## config.mk

```make
export PLATFORM = sky130hd
export DESIGN_NAME = rptr_empty_flat
export DESIGN_NICKNAME = d
export VERILOG_FILES = /design/src/rtl/fifo_pkg.sv /design/src/rtl/rptr_empty_if.sv /design/src/rtl/gray2bin.sv /design/src/rtl/rptr_empty.sv /design/src/flat_wrapper.sv
export SDC_FILE = /design/constraint.sdc
export NUM_CORES = 1
export LEC_CHECK = 0
export ABC_CLOCK_PERIOD_IN_PS = 3400
export CORE_MARGIN = 2
export CORE_UTILIZATION = 45
export DETAILED_ROUTE_END_ITERATION = 8
export HOLD_SLACK_MARGIN = 0.03
export PLACE_DENSITY = 0.8
export SYNTH_ARGS = -nofsm -noshare
export SYNTH_HDL_FRONTEND = slang
export SYNTH_SLANG_ARGS = --single-unit
```

## constraint.sdc

```tcl
create_clock -name rclk -period 3.4 [get_ports rclk]
set_input_delay 0.34 -clock rclk [delete_from_list [all_inputs] [get_ports rclk]]
set_output_delay 0.34 -clock rclk [all_outputs]
set_load 0.02 [all_outputs]
```

## src/rtl/fifo_pkg.sv

```systemverilog
// Shared definitions for both sides of the asynchronous FIFO: default sizes and
// Gray/binary conversion helpers used by the read-empty and write-full logic.
package fifo_pkg;

    localparam int unsigned ASIZE_DEF = 4;
    localparam int unsigned DSIZE_DEF = 8;
    localparam int unsigned GRAY_W    = 32;

    // Zero-extend narrower pointers into these and truncate the result; the
    // conversions are exact for any width up to GRAY_W.
    function automatic logic [GRAY_W-1:0] bin2gray(input logic [GRAY_W-1:0] bin);
        return bin ^ (bin >> 1);
    endfunction

    function automatic logic [GRAY_W-1:0] gray2bin(input logic [GRAY_W-1:0] gray);
        logic [GRAY_W-1:0] bin;
        bin[GRAY_W-1] = gray[GRAY_W-1];
        for (int i = GRAY_W - 2; i >= 0; i--) begin
            bin[i] = bin[i+1] ^ gray[i];
        end
        return bin;
    endfunction

endpackage

```

## src/rtl/rptr_empty_if.sv

```systemverilog
// First-word-fall-through read port between the FIFO read side and the UART datapath.
interface rptr_empty_if #(
    parameter int unsigned DSIZE = fifo_pkg::DSIZE_DEF
);
    logic             rvalid;
    logic             rready;
    logic [DSIZE-1:0] rdata;

    modport master (output rvalid, output rdata, input  rready);
    modport slave  (input  rvalid, input  rdata, output rready);
endinterface

```

## src/rtl/gray2bin.sv

```systemverilog
// Combinational Gray-to-binary converter for a pointer of WIDTH bits.
module gray2bin #(
    parameter int unsigned WIDTH = fifo_pkg::ASIZE_DEF + 1
) (
    input  logic [WIDTH-1:0] gray,
    output logic [WIDTH-1:0] bin
);
    import fifo_pkg::*;

    assign bin = WIDTH'(fifo_pkg::gray2bin(GRAY_W'(gray)));

endmodule

```

## src/rtl/rptr_empty.sv

```systemverilog
// Read-domain controller of the async FIFO: read pointers, registered empty/level/
// almost-empty status and a one-word FWFT output register.
module rptr_empty
    import fifo_pkg::*;
#(
    parameter int unsigned ASIZE    = ASIZE_DEF,
    parameter int unsigned DSIZE    = DSIZE_DEF,
    parameter int unsigned AE_LEVEL = 2
) (
    input  logic             rclk,
    input  logic             rrst_n,
    input  logic [ASIZE:0]   s_wptr,
    input  logic [DSIZE-1:0] rdata_mem,
    output logic [ASIZE-1:0] raddr,
    output logic [ASIZE:0]   rptr,
    output logic             rempty,
    output logic [ASIZE:0]   rlevel,
    output logic             ralmost_empty,
    rptr_empty_if.master     rd
);
    localparam int unsigned PW = ASIZE + 1;

    logic [PW-1:0]    rbin_q, rbin_d;
    logic [PW-1:0]    rgray_q, rgray_d;
    logic             rempty_q, rempty_d;
    logic             rvalid_q, rvalid_d;
    logic [DSIZE-1:0] rdata_q, rdata_d;
    logic [PW-1:0]    rlevel_q, rlevel_d;
    logic             ralmost_empty_q, ralmost_empty_d;
    logic             fetch;
    logic [PW-1:0]    wbin;

    gray2bin #(.WIDTH(PW)) u_wptr_g2b (
        .gray (s_wptr),
        .bin  (wbin)
    );

    // NOTE: every signal is assigned on every pass through this block, so no
    // latch can be inferred; keep it that way when adding outputs.
    always_comb begin
        fetch           = !rempty_q && (!rvalid_q || rd.rready);
        rbin_d          = rbin_q + PW'(fetch);
        rgray_d         = PW'(bin2gray(GRAY_W'(rbin_d)));
        // Full-width compare: the MSB lap bit separates empty from a full lap.
        rempty_d        = (rgray_d == s_wptr);
        rvalid_d        = fetch || (rvalid_q && !rd.rready);
        rdata_d         = fetch ? rdata_mem : rdata_q;
        // RAM-side count tops out at 2^ASIZE, so adding the output word never wraps.
        rlevel_d        = (wbin - rbin_d) + PW'(rvalid_d);
        ralmost_empty_d = (rlevel_d <= PW'(AE_LEVEL));
    end

    // NOTE: state registers use non-blocking assignments so every flop samples
    // the pre-edge values computed above, independent of statement order.
    always_ff @(posedge rclk or negedge rrst_n) begin
        if (!rrst_n) begin
            rbin_q          <= '0;
            rgray_q         <= '0;
            rempty_q        <= 1'b1;
            rvalid_q        <= 1'b0;
            rdata_q         <= '0;
            rlevel_q        <= '0;
            ralmost_empty_q <= 1'b1;
        end else begin
            rbin_q          <= rbin_d;
            rgray_q         <= rgray_d;
            rempty_q        <= rempty_d;
            rvalid_q        <= rvalid_d;
            rdata_q         <= rdata_d;
            rlevel_q        <= rlevel_d;
            ralmost_empty_q <= ralmost_empty_d;
        end
    end

    assign raddr         = rbin_q[ASIZE-1:0];
    assign rptr          = rgray_q;
    assign rempty        = rempty_q;
    assign rlevel        = rlevel_q;
    assign ralmost_empty = ralmost_empty_q;
    assign rd.rvalid     = rvalid_q;
    assign rd.rdata      = rdata_q;

endmodule

```

## src/flat_wrapper.sv

```systemverilog
// flat-port wrapper written by rule: the top's interface ports become plain ports
module rptr_empty_flat import fifo_pkg::*;
#(
    parameter int unsigned ASIZE    = ASIZE_DEF,
    parameter int unsigned DSIZE    = DSIZE_DEF,
    parameter int unsigned AE_LEVEL = 2
)
  (rclk, rrst_n, s_wptr, rdata_mem, raddr, rptr, rempty, rlevel, ralmost_empty, rd_rvalid, rd_rdata, rd_rready);
  rptr_empty_if #(.DSIZE(DSIZE)) rd_i ();
  input  logic rclk;
  input  logic rrst_n;
  input  logic [ASIZE:0] s_wptr;
  input  logic [DSIZE-1:0] rdata_mem;
  output logic [ASIZE-1:0] raddr;
  output logic [ASIZE:0] rptr;
  output logic rempty;
  output logic [ASIZE:0] rlevel;
  output logic ralmost_empty;
  output wire logic [$bits(rd_i.rvalid)-1:0] rd_rvalid;
  output wire logic [$bits(rd_i.rdata)-1:0] rd_rdata;
  input wire logic [$bits(rd_i.rready)-1:0] rd_rready;
  assign rd_rvalid = rd_i.rvalid;
  assign rd_rdata = rd_i.rdata;
  assign rd_i.rready = rd_rready;
  rptr_empty #(.ASIZE(ASIZE), .DSIZE(DSIZE), .AE_LEVEL(AE_LEVEL)) u_core (.rclk(rclk), .rrst_n(rrst_n), .s_wptr(s_wptr), .rdata_mem(rdata_mem), .raddr(raddr), .rptr(rptr), .rempty(rempty), .rlevel(rlevel), .ralmost_empty(ralmost_empty), .rd(rd_i));
endmodule
```

==> impl_metrics.prom <==
# TYPE chip_impl_metric gauge
chip_impl_metric{name="grt_pass1_wl",unit="mm"} 4.02
chip_impl_metric{name="finalCritPeriodShare",unit="%"} 92.8
chip_impl_metric{name="dp_hpwl",unit="mm"} 1.85
chip_impl_metric{name="tritoncts.num_buffers",unit=""} 3
chip_impl_metric{name="cts_sinks",unit=""} 25
chip_impl_info{name="setup.worst_path.start_class",value="input port"} 1
chip_impl_metric{name="finClkSkew",unit="ns"} 0.00286
chip_impl_metric{name="synth_simple_gate_area_share",unit="%"} 4.94
chip_impl_metric{name="post_cts_buffers",unit=""} 0
chip_impl_metric{name="vias_in_the_first_global_route",unit=""} 871
chip_impl_metric{name="fp-row-count",unit=""} 19
chip_impl_metric{name="design.core.area",unit="um2"} 2690
chip_impl_metric{name="detailed_route_wire_length",unit="mm"} 2.31
chip_impl_metric{name="clk_latency",unit="ns"} 0.31
chip_impl_metric{name="synth_xor_xnor_area_share",unit="%"} 20.7
chip_impl_metric{name="wl_per_cell",unit="um"} 13.5
chip_impl_metric{name="slew_headroom",unit="%"} 27.5
chip_impl_metric{name="asyncSetResetFlopFracSynth",unit="%"} 100
chip_impl_metric{name="yosysSeqAreaShare",unit="%"} 50.7
chip_impl_metric{name="synth_compound_gate_area_share",unit="%"} 3.33
chip_impl_metric{name="timing.final.hold_violations",unit=""} 0
chip_impl_metric{name="die_y",unit="um"} 56.5
chip_impl_metric{name="vias",unit=""} 816
chip_impl_metric{name="detail-route-antenna-nets",unit=""} 0
chip_impl_metric{name="ys_seq_elements",unit=""} 25
chip_impl_metric{name="max-clock-path-buffers",unit=""} 2
chip_impl_metric{name="ir_drop",unit="V"} 0.000731
chip_impl_metric{name="final-setup-viol-count",unit=""} 0
chip_impl_metric{name="post_synth_inst_count",unit=""} 92
chip_impl_metric{name="tightestPinTransition",unit="ns"} 1.08
chip_impl_info{name="result_of_the_run",value="finished clean"} 1
chip_impl_metric{name="vias_per_cell",unit=""} 4.77
chip_impl_metric{name="i_o_buffers",unit=""} 40
chip_impl_metric{name="starting_drc_count_in_detailed_routing",unit=""} 7
chip_impl_info{name="layout.cells.most_common",value="sky130_fd_sc_hd__clkdlybuf4s50_1"} 1
chip_impl_info{name="setup.worst_path.class",value="input port to register"} 1
chip_impl_info{name="root_buffer",value="sky130_fd_sc_hd__clkbuf_4"} 1
chip_impl_metric{name="synthesis.area_per_instance",unit="um2"} 13.5
chip_impl_metric{name="dr.pass1.iters",unit=""} 4
chip_impl_metric{name="fp.dieW",unit="um"} 56.5
chip_impl_info{name="tritoncts",value="built"} 1
chip_impl_metric{name="post-route-util",unit="%"} 64.9
chip_impl_metric{name="post_synth_fa_ha_maj_area_fraction",unit="%"} 10.7
chip_impl_metric{name="crit_path_max_fanout",unit=""} 2
chip_impl_metric{name="final.setup.tns",unit="ns"} 0
chip_impl_metric{name="net_count_of_the_mapped_netlist",unit=""} 118
chip_impl_metric{name="layout.nets",unit=""} 167
chip_impl_metric{name="power_leakage",unit="nW"} 0.765
chip_impl_metric{name="slew_viol_final",unit=""} 0
chip_impl_metric{name="global_route.usage.total",unit="%"} 16.3
chip_impl_metric{name="post_synth_edffs",unit=""} 0
chip_impl_metric{name="final.hold.worst_slack",unit="ns"} 0.497
chip_impl_metric{name="design.portCount",unit=""} 41
chip_impl_metric{name="antenna-diode-count",unit=""} 0
chip_impl_info{name="synth_flop_cell",value="sky130_fd_sc_hd__dfrtp_1"} 1
chip_impl_info{name="dominant_combinational_cell_family_by_area_after_synthesis",value="XOR/XNOR gates"} 1
chip_impl_metric{name="timing.critical_path.arrival",unit="ns"} 3.35
chip_impl_metric{name="synth-warning-count",unit=""} 0
chip_impl_info{name="timing.hold.worst.class",value="register to register"} 1
chip_impl_info{name="crit_path_end_kind",value="register"} 1
chip_impl_metric{name="synthMuxAreaShare",unit="%"} 7.27
chip_impl_metric{name="layout-area-overhead-vs-synth",unit="%"} 40.6
chip_impl_metric{name="nFillCells",unit=""} 217
chip_impl_metric{name="initial_utilization",unit="%"} 46.2
chip_impl_metric{name="route.detailed.drc",unit=""} 0
chip_impl_metric{name="die_area",unit="um2"} 3190
chip_impl_metric{name="post_synth_instance_area",unit="um2"} 1240
chip_impl_metric{name="grt_overflow_total",unit=""} 0
chip_impl_metric{name="final_layout_size_suffix_gt1_share",unit="%"} 15.7
chip_impl_metric{name="max_freq",unit="GHz"} 0.317
chip_impl_info{name="most-common-layout-cells",value="sky130_fd_sc_hd__clkdlybuf4s50_1 (40), sky130_fd_sc_hd__dfrtp_1 (23), sky130_fd_sc_hd__xor2_1 (11)"} 1
chip_impl_metric{name="antenna_found_initial",unit=""} 0
chip_impl_metric{name="power_density",unit="nW/um2"} 1140
chip_impl_metric{name="gpl.final_weighted_congestion",unit=""} 0.797
chip_impl_metric{name="post_synth_num_cell_types",unit=""} 22
chip_impl_metric{name="post_cts_hold_buffer_count",unit=""} 0
chip_impl_metric{name="number_of_gates_given_a_new_drive_strength_after_cts",unit=""} 0
chip_impl_metric{name="maximum_number_of_pins_on_one_net_before_global_route_repair",unit=""} 26
chip_impl_metric{name="post-route-min-period",unit="ns"} 3.15
chip_impl_metric{name="cp_data_required_time",unit="ns"} 3.60
chip_impl_metric{name="clock_tree.htree_level_count",unit=""} 1
chip_impl_metric{name="drv.max_cap_violation_count",unit=""} 0
chip_impl_info{name="rsz0062_at_grt",value="no"} 1
chip_impl_metric{name="cts.reportedPaths.clkPinSlew",unit="ns"} 0.14
## metrics by stage
| stage | area [um2] | power, mW | setup slack [ns] | std cells |
|---|---|---|---|---|
| 2_1_floorplan | 1240 | 1.39 | 0.154 | 92 |
| 3_3_place_gp | 1710 | 1.83 | 0.0726 | 167 |
| 3_5_place_dp | 1710 | 1.86 | -0.0342 | 167 |
| 4_1_cts | 1740 | 2.02 | 0.276 | 171 |
| 5_1_grt | 1740 | 2.15 | 0.00174 | 171 |
| 6_report | 1740 | 1.99 | 0.246 | 171 |
## report_power, final
part | leakage (nW) | switching [mW] | internal (mW)
Sequential | 0.287 | 0.0773 | 0.452
Clock | 0.0139 | 0.0888 | 0.0449
Combinational | 0.464 | 0.664 | 0.660
Total | 0.765 | 0.830 | 1.16
## path summary, 6_finish.rpt
kind                       cells past startpoint                   end        startpoint  slack, ns
min                                            1      u_core.rd.rvalid     u_core.rempty       0.50
max                                           12  u_core.ralmost_empty         s_wptr[4]       0.25
max in group asynchronous                      1      u_core.rbin_q[4]            rrst_n       2.16
max reg2reg                                   12  u_core.ralmost_empty  u_core.rd.rvalid       0.34
min in group asynchronous                      1      u_core.rlevel[3]            rrst_n       0.59
min reg2reg                                    1      u_core.rd.rvalid     u_core.rempty       0.50
## worst max-delay path, stage by stage
cell and delay [ns]:
sky130_fd_sc_hd__clkdlybuf4s50_1 0.51, sky130_fd_sc_hd__xor2_1 0.24, sky130_fd_sc_hd__xnor2_1 0.19, sky130_fd_sc_hd__xor2_1 0.26
sky130_fd_sc_hd__xnor2_1 0.15, sky130_fd_sc_hd__ha_1 0.19, sky130_fd_sc_hd__inv_1 0.06, sky130_fd_sc_hd__fa_1 0.41
sky130_fd_sc_hd__nand2b_1 0.16, sky130_fd_sc_hd__a21oi_1 0.17, sky130_fd_sc_hd__xnor3_1 0.35, sky130_fd_sc_hd__a2111oi_0 0.33
## synthesized netlist by cell type, types with 2 or more instances
library cell / count / area (um2)
sky130_fd_sc_hd__dfrtp_1: 23 / 576
sky130_fd_sc_hd__xor2_1: 11 / 96.3
sky130_fd_sc_hd__xnor2_1: 10 / 87.6
sky130_fd_sc_hd__ha_1: 9 / 113
sky130_fd_sc_hd__mux2_2: 8 / 90.1
sky130_fd_sc_hd__inv_1: 7 / 26.3
sky130_fd_sc_hd__nor2_1: 4 / 15.0
sky130_fd_sc_hd__a21oi_1: 2 / 10.0
sky130_fd_sc_hd__dfstp_2: 2 / 52.6
sky130_fd_sc_hd__nand2b_1: 2 / 12.5
sky130_fd_sc_hd__nand3_1: 2 / 10.0
sky130_fd_sc_hd__xnor3_1: 2 / 45.0
## cell families after synthesis
kind of cell / Yosys count
adders and majority gates: 10
DFF: 25
and+or+nand+nor: 12
AOI/OAI and AO/OA: 5
buffers and inverters: 8
muxes: 8
xor gates and xnor gates: 24
## cell type report
cell class	count	area, um2	area share (%)
multi-input combinational	59	582	33.4
clock inverter	1	7.51	0.431
clock buffer	3	22.5	1.29
tap	31	38.8	2.23
inverter	7	26.3	1.51
sequential	25	628	36.0
timing repair buffer	45	438	25.1
## state kept, by name, indices dropped and copies added, names as in the netlist
| signal | cells |
|---|---|
| u_core.ralmost_empty | 1 |
| u_core.rbin_q | 5 |
| u_core.rd.rdata | 8 |
| u_core.rd.rvalid | 1 |
| u_core.rempty | 1 |
| u_core.rlevel | 5 |
| u_core.rptr | 4 |
## routing by layer
metal	GRT usage [%]	wire length [um]
met5	0	0
met4	5.10	8
met3	3.46	153
met2	27.6	1160
met1	20.8	988
(Power assumes the default switching activity.)
